[src/rtl/uram_result_drain.sv]
// uram_result_drain: credit-based sequential reader of the output URAM, delivering words in address order on a valid/ready stream.
// Optional stall counter (stall_cnt output) is built when URAM_DRAIN_STALL_CNT_EN is defined.
//
//  state   | meaning
//  --------+-------------------------------------------------------------
//  S_IDLE  | waiting for start
//  S_ISSUE | issuing reads whenever credit is available
//  S_WAIT  | all reads issued, draining buffer until the last word leaves
//  S_FIN   | one-cycle done pulse, then back to idle

module uram_result_drain #(
    parameter int URAM_A_W = 23,
    parameter int URAM_D_W = 72,
    parameter int RD_LAT   = 2,
    parameter int BUF_D    = 8
) (
    input  logic                clk,
    input  logic                rst,
    input  logic                start,
    input  logic [URAM_A_W-1:0] base_addr,
    input  logic [URAM_A_W-1:0] num_words,
    output logic                busy,
    output logic                done,
    output logic [URAM_A_W-1:0] uram_rd_addr,
    output logic                uram_rd_en,
    input  logic [URAM_D_W-1:0] uram_rd_data,
    output logic [URAM_D_W-1:0] m_data,
    output logic                m_valid,
    input  logic                m_ready,
    output logic                m_last
`ifdef URAM_DRAIN_STALL_CNT_EN
    ,
    output logic [31:0]         stall_cnt
`endif
);

    localparam int PTR_W = $clog2(BUF_D);
    localparam int CNT_W = PTR_W + 1;
    localparam logic [CNT_W-1:0]    BUF_FULL = CNT_W'(BUF_D);
    localparam logic [CNT_W-1:0]    C_ONE    = CNT_W'(1);
    localparam logic [PTR_W-1:0]    P_ONE    = PTR_W'(1);
    localparam logic [URAM_A_W-1:0] A_ONE    = URAM_A_W'(1);

    typedef enum logic [1:0] {S_IDLE, S_ISSUE, S_WAIT, S_FIN} state_t;

    state_t              state;
    logic [URAM_A_W-1:0] base_r;
    logic [URAM_A_W-1:0] num_r;
    logic [URAM_A_W-1:0] issued_cnt;
    logic [URAM_A_W-1:0] load_cnt;
    logic [RD_LAT-1:0]   vld_pipe;
    logic [RD_LAT:0]     pipe_ext;
    logic [CNT_W-1:0]    used;
    logic [CNT_W-1:0]    fifo_cnt;
    logic [PTR_W-1:0]    wr_ptr;
    logic [PTR_W-1:0]    rd_ptr;
    logic [URAM_D_W-1:0] mem [BUF_D];

    logic push;
    logic pop_out;
    logic out_free;
    logic fifo_rd;
    logic fifo_wr;
    logic bypass;
    logic load;
    logic issue;
    logic last_issue;

    // used = words in buffer + output register + reads in flight; pops of this cycle are not credited yet.
    always_comb begin
        pipe_ext   = {vld_pipe, uram_rd_en};
        push       = pipe_ext[RD_LAT];
        pop_out    = m_valid & m_ready;
        out_free   = !m_valid | m_ready;
        fifo_rd    = out_free && (fifo_cnt != '0);
        bypass     = out_free && (fifo_cnt == '0) && push;
        load       = fifo_rd | bypass;
        fifo_wr    = push & !bypass;
        issue      = (state == S_ISSUE) && (used < BUF_FULL);
        last_issue = issue && (issued_cnt == num_r - A_ONE);
    end

    always_ff @(posedge clk) begin
        if (fifo_wr) mem[wr_ptr] <= uram_rd_data;
    end

    always_ff @(posedge clk or negedge rst) begin
        if (!rst) begin
            state        <= S_IDLE;
            busy         <= 1'b0;
            done         <= 1'b0;
            uram_rd_en   <= 1'b0;
            uram_rd_addr <= '0;
            vld_pipe     <= '0;
            base_r       <= '0;
            num_r        <= '0;
            issued_cnt   <= '0;
            load_cnt     <= '0;
            used         <= '0;
            fifo_cnt     <= '0;
            wr_ptr       <= '0;
            rd_ptr       <= '0;
            m_data       <= '0;
            m_valid      <= 1'b0;
            m_last       <= 1'b0;
        end else begin
            vld_pipe   <= pipe_ext[RD_LAT-1:0];
            uram_rd_en <= issue;
            if (issue) begin
                uram_rd_addr <= base_r + issued_cnt;
                issued_cnt   <= issued_cnt + A_ONE;
            end

            case ({issue, pop_out})
                2'b10:   used <= used + C_ONE;
                2'b01:   used <= used - C_ONE;
                default: ;
            endcase

            if (fifo_wr) wr_ptr <= wr_ptr + P_ONE;
            if (fifo_rd) rd_ptr <= rd_ptr + P_ONE;
            case ({fifo_wr, fifo_rd})
                2'b10:   fifo_cnt <= fifo_cnt + C_ONE;
                2'b01:   fifo_cnt <= fifo_cnt - C_ONE;
                default: ;
            endcase

            // Output register refills from the buffer head, or straight from the URAM when the buffer is empty.
            if (out_free) begin
                m_valid <= load;
                m_last  <= load && (load_cnt == num_r - A_ONE);
                if (load) begin
                    m_data   <= fifo_rd ? mem[rd_ptr] : uram_rd_data;
                    load_cnt <= load_cnt + A_ONE;
                end
            end

            case (state)
                S_IDLE: begin
                    if (start) begin
                        base_r     <= base_addr;
                        num_r      <= num_words;
                        issued_cnt <= '0;
                        load_cnt   <= '0;
                        busy       <= 1'b1;
                        if (num_words == '0) begin
                            state <= S_FIN;
                            done  <= 1'b1;
                        end else begin
                            state <= S_ISSUE;
                        end
                    end
                end
                S_ISSUE: begin
                    if (last_issue) state <= S_WAIT;
                end
                S_WAIT: begin
                    if (pop_out && m_last) begin
                        state <= S_FIN;
                        done  <= 1'b1;
                    end
                end
                S_FIN: begin
                    state <= S_IDLE;
                    done  <= 1'b0;
                    busy  <= 1'b0;
                end
                default: state <= S_IDLE;
            endcase
        end
    end

    always_ff @(posedge clk) begin
        if (rst) assert (!(fifo_wr && !fifo_rd && (fifo_cnt == BUF_FULL)));
    end

`ifdef URAM_DRAIN_STALL_CNT_EN
    always_ff @(posedge clk or negedge rst) begin
        if (!rst) begin
            stall_cnt <= '0;
        end else if ((state == S_IDLE) && start) begin
            stall_cnt <= '0;
        end else if (busy && m_valid && !m_ready && (stall_cnt != 32'hFFFF_FFFF)) begin
            stall_cnt <= stall_cnt + 32'd1;
        end
    end
`endif

endmodule

[config.mk]
export PLATFORM = sky130hd
export DESIGN_NAME = uram_result_drain
export DESIGN_NICKNAME = d
export VERILOG_FILES = /design/src/rtl/uram_result_drain.sv
export SDC_FILE = /design/constraint.sdc
export NUM_CORES = 1
export LEC_CHECK = 0
export CAP_MARGIN = 0
export CORE_MARGIN = 5
export CORE_UTILIZATION = 32
export CTS_CLUSTER_SIZE = 8
export DETAILED_ROUTE_END_ITERATION = 10
export PLACE_DENSITY = 0.51
export SLEW_MARGIN = 20
export SYNTH_ARGS = -nofsm -noshare
export SYNTH_HDL_FRONTEND = slang
export SYNTH_SLANG_ARGS = --single-unit
[constraint.sdc]
create_clock -name clk -period 9.6 [get_ports clk]
set_input_delay 1.44 -clock clk [delete_from_list [all_inputs] [get_ports clk]]
set_output_delay 1.44 -clock clk [all_outputs]
set_load 0.02 [all_outputs]
==> Word level (Yosys, flattened, before mapping) <==
Memory sizes are Yosys's and may differ from the RTL's.
Index checks and enable logic that the tools add are counted.
{ "op_classes": {"n_div": 0, "addsub": 10, "shifts": 0, "n_lt_le_gt_ge": 1, "reduce_logical": 22, "muxes": 23, "multipliers": 0, "n_eq_ne": 13, "n_bitwise": 4} }
{ "op_table": {"columns": ["cell", "n"], "rows": [
  ["23-bit two-way mux", 7],
  ["72-bit two-way mux", 1],
  ["23-bit by 1-bit adder with 23-bit output (second input constant)", 2],
  ["23-bit equality test", 2],
  ["23-bit adder", 1],
  ["23-bit zero test", 1],
  ["23-bit by 1-bit subtractor with 23-bit output (second input constant)", 1],
  ["4-bit case mux with 2 select lines", 2],
  ["4-bit by 1-bit adder with 4-bit output (second input constant)", 2],
  ["2-bit equality test (second input constant)", 4],
  ["2-bit two-way mux", 4],
  ["2-bit inequality test (second input constant)", 4],
  ["2-bit case mux with 4 select lines", 1],
  ["4-bit by 1-bit subtractor with 4-bit output (second input constant)", 2],
  ["1-bit logical AND", 7],
  ["3-bit by 1-bit adder with 3-bit output (second input constant)", 2],
  ["2-bit by 1-bit equality test with 1-bit output (second input constant)", 3],
  ["1-bit two-way mux", 6],
  ["2-bit AND reduction", 3],
  ["2-bit nonzero test", 3],
  ["4-bit zero test", 1],
  ["4-bit less-than comparator (second input constant)", 1],
  ["4-bit AND reduction", 1],
  ["4-bit nonzero test", 1],
  ["other kinds (8)", 11]
]} }
{ "totals": {"latchBits": 0, "rom_bits": 0, "elab_cells": 91, "ramBits": 576, "memories": 1, "regBits": 210} }
{ "mem_list": {"columns": ["name", "words", "width", "read_ports", "rd_clocked_by_memory_dff", "wr", "line", "text"], "rows": [
  ["mem", 8, 72, 1, 0, 1, "57", "logic [URAM_D_W-1:0] mem [BUF_D];"]
]} }

==> Longest topological paths before layout <==
Gate-level depths: netlist (run 1).
{ "depth": {"ltp_word": 9, "mapped_depth": 12, "ltp_nobuf": 11} }

==> Worst setup path after synthesis (run 1) <==
Ideal clock, no wire load.
{ "synth_timing": {"kind": "input -> register", "startpoint": "input port m_ready", "endpoint": "memory mem[0][0] (enable)", "arrival_time_ps": 9176, "path_slack_ps": -256, "t_required_ps": 8919, "setup_time_ps": 681, "cell_stages": 5, "path_cell_list": "nand2b_1 clkbuf_1 a21boi_0 clkinv_1 nor4_1"} }
{ "synth_via": {"elab_chain_len": 7} }
{ "synth_rtl": {"columns": ["item", "line", "text"], "rows": [
  ["start: declaration", "29", "input logic m_ready,"],
  ["1-bit OR", "74", "out_free = !m_valid | m_ready;"],
  ["1-bit logical AND (2 in series)", "76", "bypass = out_free && (fifo_cnt == '0) && push;"],
  ["1-bit zero test", "78", "fifo_wr = push & !bypass;"],
  ["1-bit AND", "78", null],
  ["1-bit two-way mux", "84", "if (fifo_wr) mem[wr_ptr] <= uram_rd_data;"],
  ["1-bit two-way mux (not written as such)", "84", null],
  ["end: declaration", "57", null]
]} }
No other way between the ends.

==> Worst setup path in the final report (run 1) <==
{ "layout_timing": {"startpoint": "input port m_ready", "endpoint": "memory mem[3][69] (enable)"} }
The elaborated chain is that of the path after synthesis.

==> results of run 1 <==
## registers in the layout (all words and copies together) (netlist names), 2 cells and up
signal / count
mem: 576
m_data: 72
uram_rd_addr: 23
fifo_cnt: 4
state: 2
wr_ptr: 3
load_cnt: 23
num_r: 23
issued_cnt: 23
vld_pipe: 2
used: 4
rd_ptr: 3
base_r: 23
## placed cells by master, fill, tap and decap left out, types with 23 or more instances in the layout
master,n
edfxtp_1,576
nand2_1,243
clkdlybuf4s50_1,220
dfrtp_1,207
mux4_2,144
nor2_1,135
clkbuf_16,109
a21oi_1,96
o21ai_0,83
clkbuf_1,75
xor2_1,62
xnor2_1,62
mux2_2,40
o22ai_1,39
mux2i_1,38
ha_1,38
inv_1,26
nand3_1,25
buf_4,25
nand4_1,23
## worst max-delay path, delay by kind of cell
kind | cells | cell delay [ps]
buffers and inverters | 3 | 1720
and+or+nand+nor | 3 | 1230
AOI/OAI and AO/OA | 1 | 500
## per-stage QoR
| step | cells | power, mW |
|---|---|---|
| finish | 3842 | 12.1 |
| global route | 3841 | 12.8 |
| CTS | 3838 | 12.3 |
| detailed placement | 3641 | 8.59 |
| global placement | 3641 | 8.53 |
| floorplan | 2132 | 7.21 |
## metal layers
metal | up-vias | part of all wire
li1 | 8617 | -
met5 | - | 0.00098
met1 | 9723 | 0.43
met4 | 10 | 0.026
met3 | 142 | 0.053
met2 | 420 | 0.49
## final timing paths
check	start	endpoint	slack, ps	cells past startpoint
min	vld_pipe[0]	vld_pipe[1]	360	0
max reg2reg	m_valid	mem[3][69]	5880	6
min in group asynchronous	rst	base_r[5]	770	1
max	m_ready	mem[3][69]	4870	7
min reg2reg	vld_pipe[0]	vld_pipe[1]	360	0
max in group asynchronous	rst	rd_ptr[2]	7260	2
## layout make-up
type,count,area [µm²]
Fill cell,9451,61900
Antenna cell,1,2.50
Timing Repair Buffer,252,2520
Inverter,28,105
Multi-Input combinational cell,1210,9940
Tap cell,1368,1710
Clock inverter,8,191
Sequential cell,786,22600
Clock buffer,189,3080
## power groups by stage
stage | Clock (mW) | Sequential, mW | Combinational, mW
3_5_place_dp | 0 | 4.84 | 3.75
5_1_grt | 3.88 | 4.81 | 4.10
2_1_floorplan | 0 | 4.80 | 2.41
6_report | 3.62 | 4.74 | 3.75
4_1_cts | 3.74 | 4.79 | 3.77
3_3_place_gp | 0 | 4.82 | 3.71
## kinds of logic after synthesis
logic type / Yosys count / share of synthesized area
DFF: 786 / 0.685
and+or+nand+nor: 542 / 0.0745
AOI/OAI and AO/OA: 278 / 0.0496
muxes: 223 / 0.124
buffers and inverters: 136 / 0.0158
xor gates and xnor gates: 126 / 0.0344
adders and majority gates: 41 / 0.0163
==> reports/results.ini, run 1 <==
[clock_tree]
cts_max_level = 3
clock-sinks = 786
cts_resized = 0
cts_tree = built
clk_latency_ps = 690
ctsHoldBuffers = 0
cts-root-buf = clkbuf_16
clock_tree.buffer_depth = 3
clk_pin_slew_ps = 50
cts_setup_buffers = 0
cts_buffers = 109

[yosys]
synth_edf_count = 576
yosysWarnings = 0
netlist_area_mm2 = 0.0329
synth_top_cell_area_share = 0.526
synth_fp_nets = 2295
synth_seq_cells = 786
synth_most_common_cell = edfxtp_1
async_reset_ff_frac = 0.267
synth.area.top_cells = edfxtp_1 53%, dfrtp_1 16%, mux4_2 9.9%
synthTopCellsByCount = 576 x edfxtp_1, 244 x nand2_1, 210 x dfrtp_1
avgSynthCellArea_um2 = 15.4
synth_cell_types = 72
synth_area_leader_cell = edfxtp_1
ys_seq_area_frac = 0.685
synthCells = 2132
synthFlopType = edfxtp_1

[global_route]
grt_util_met3 = 0.0331
grt_pass1_vias = 20100
grt_pass1_wl_um = 124000
grt-ovfl-total = 0
antenna_found_initial = 7
grt_util_met2 = 0.250
grtUsageTotal = 0.148
use_met1 = 0.194
busiest_layer = met2
grt_max_degree = 90

[route]
antenna_left = 0
firstDrtPassIters = 5
wl_per_cell_um = 21.3
drt-total-wl_um = 81700
via_count = 18900
vias_per_cell = 4.92
route.detailed.drc = 0
first_iter_violations = 1393

[sta]
fin_crit_ps = 4730
setup_tns_ps = 0
setup_viol = 0
tightest_slew_ps = 1000
finClkSkew_ps = 49.2
rsz0062_at_grt = no
slew_violations = 0
fin_ws_ps = 4870
hold_violations = 0
holdWs_ps = 361
min_period_over_period = 0.493
relSlewSlack = 0.331
timing.fmax_ghz = 0.211

[placed_design]
placed_area_mm2 = 0.0367
portBuffers = 221
dp_slack_ps = 3940
post-dp-hpwl_um = 49600
finalWeightedCongestion = 0.811

[power_and_ir_drop]
ir_drop_uv = 251
swShare = 0.325
sequentialPowerShare = 0.391
switchingPower_mw = 3.93
pwr-share-clk = 0.299
p_leak_nw = 14.1
p_per_area_mw_per_mm2 = 302
p_int_mw = 8.18
comb_power_share = 0.310

[cells_and_area]
final_util = 0.393
nets = 2550
fin_area_mm2 = 0.0401
drive_gt1_frac = 0.148
area.growth.synth_to_final_pct = 21.9

[critical_path]
cp_slowest_cell = buf_4
cp.required_ps = 9860
path_cells = clkdlybuf4s50_1 > nand2b_2 > buf_4 > a21boi_0 > nand2_1 > nor2_4 > buf_4
setup.worst_path.class = in2reg
crit_top_cell = buf_4
cpPeakStageDelay_ps = 850
worstSetupEndpointType = flip-flop
cp_data_arrival_time_ps = 4990
crit_fanout = 54
startpoint_type = input pin

[floorplan]
core-area_mm2 = 0.102
dieWidth_um = 331
num_io_pins = 222
chipHeight_um = 331
rows = 117
die_area_mm2 = 0.109
start_util = 0.323

[worst_hold_path]
hold_class = reg2reg

[run_status]
status = finished, final reports clean

[run]
cap_viol_max_count = 0

Note: power is estimated with default switching activity, not from simulation.
==> run 2: changes to the inputs <==
==> constraint.sdc (replaced) <==
create_clock -name clk -period 4.63 [get_ports clk]
set_input_delay 0.6945 -clock clk [delete_from_list [all_inputs] [get_ports clk]]
set_output_delay 0.6945 -clock clk [all_outputs]
set_load 0.02 [all_outputs]
==> run 2 against run 1 <==
Critical path depth is 1 higher; largest power group unchanged; highest routed layer unchanged; global-route usage is 0.15 points lower; power is 110% higher.
==> reports/results.ini, run 2 (synthesis gave the netlist of run 1 again) <==
[cells_and_area]
nets = 2558
drive_gt1_frac = 0.150
area.growth.synth_to_final_pct = 22.3
fillCellCount = 9415
top_regs = mem x576, m_data x72
final_util = 0.395
final_cell_mix = 576 x edfxtp_1, 243 x nand2_1, 220 x clkdlybuf4s50_1, 207 x dfrtp_1, 144 x mux4_2
largest_reg_flops = 576
stdcell_count = 3852
top_register = mem
layout_commonest_cell = edfxtp_1

[sta]
relSlewSlack = 0.298
setup_viol = 0
hold_violations = 0
timing.fmax_ghz = 0.288
tightest_slew_ps = 1050
holdWs_ps = 108
fin_crit_ps = 3470
setup_tns_ps = 0
finClkSkew_ps = 71.2
min_period_over_period = 0.751
rsz0062_at_grt = no
slew_violations = 0

[floorplan]
num_io_pins = 222
start_util = 0.323
dieWidth_um = 331
chipHeight_um = 331
rows = 117
die_area_mm2 = 0.109
core-area_mm2 = 0.102

[clock_tree]
cts_buffers = 109
clk_latency_ps = 680
cts-root-buf = clkbuf_16
cts_tree = built
cts_max_level = 3
clk_pin_slew_ps = 50
clock-sinks = 786
cts_setup_buffers = 0
clock_tree.buffer_depth = 3
ctsHoldBuffers = 0
cts_resized = 0

[critical_path]
crit_buf_inv = 0
cp.required_ps = 5150
startpoint_type = flip-flop
ff2ff_path_depth = 8
path_cells = nor3_1 > nand4_1 > xnor2_1 > mux2i_1 > a2111oi_0 > nand4_1 > o22ai_2 > mux2_1
cpPeakStageDelay_ps = 670
worstSetupEndpointType = flip-flop
cp_top_family = simple AND/OR/NAND/NOR gates
worst-path-stages = 8
crit_fanout = 8
crit_top_cell = nand4_1
cp_slowest_cell = nor3_1
setup.worst_path.class = reg2reg
cp_data_arrival_time_ps = 3990

[global_route]
grt_pass1_vias = 20200
grt-ovfl-total = 0
antenna_found_initial = 5
grt_max_degree = 103
grtUsageTotal = 0.147
grt_pass1_wl_um = 124000

[power_and_ir_drop]
p_per_area_mw_per_mm2 = 626
p_int_mw = 17.0
swShare = 0.324
ir_drop_uv = 457
sequentialPowerShare = 0.387
power_mw = 25.2
pwr-share-clk = 0.299
p_leak_nw = 14.2
comb_power_share = 0.314
switchingPower_mw = 8.17

[placed_design]
post-dp-hpwl_um = 49400
dp.cells = 3652
finalWeightedCongestion = 0.810
portBuffers = 221

[route]
antenna_left = 0
route.detailed.drc = 0
via_count = 19000
vias_per_cell = 4.93
first_iter_violations = 1082
wl_per_cell_um = 21.0
firstDrtPassIters = 5
drt-total-wl_um = 81000

[worst_hold_path]
hold_class = in2async

[run]
cap_viol_max_count = 0

[run_status]
status = finished, final reports clean

run 2: cell types whose count changed in the layout (fill, tap and decap cells not counted), sizes merged:
cell,change
bufinv,+1
clkinv,-2
diode,+2
inv,+1
buf,+8
run 2: worst paths after layout:
| check | from | to | slack, ps |
|---|---|---|---|
| max | num_r[8] | state[1] | 1160 |
| min reg2reg | vld_pipe[0] | vld_pipe[1] | 310 |
| max in group asynchronous | rst | rd_ptr[0] | 3500 |
| max reg2reg | num_r[8] | state[1] | 1160 |
| min | rst | uram_rd_addr[4] | 110 |
| min in group clk | vld_pipe[0] | vld_pipe[1] | 310 |
run 2: layout make-up:
cell class / count / area, µm² / share of cell area
multi-input cells: 1210 / 9950 / 0.247
clock inverters: 8 / 209 / 0.00519
diodes: 3 / 7.51 / 0.000186
inverters: 28 / 105 / 0.00261
clock buffers: 189 / 3060 / 0.0760
flip-flops and latches: 786 / 22600 / 0.560
well taps: 1368 / 1710 / 0.0425
repair buffers: 260 / 2660 / 0.0661
run 2: stage by stage:
step | area (µm²) | setup WS [ps]
after floorplan | 32900 | -399
after global placement | 37000 | 1020
after detailed placement | 37000 | 1100
after CTS | 40300 | 1240
after global routing | 40300 | 1010
final | 40300 | 1160
run 2: power groups by stage:
stage	combinational, mW	clock, mW	sequential [mW]
CTS	8.07	7.77	9.77
finish	7.90	7.53	9.75
floorplan	5.01	0	9.92
global route	8.64	8.08	9.89
detailed placement	8.04	0	9.88
global placement	7.98	0	9.83
run 2: routing by layer:
| metal | global-route usage | vias to the layer above | wire [µm] |
|---|---|---|---|
| met4 | 0.0423 | 4 | 2140 |
| met5 | 0 | - | 23 |
| met3 | 0.0303 | 135 | 4150 |
| met1 | 0.198 | 9741 | 35900 |
| li1 | - | 8650 | - |
| met2 | 0.242 | 467 | 38800 |
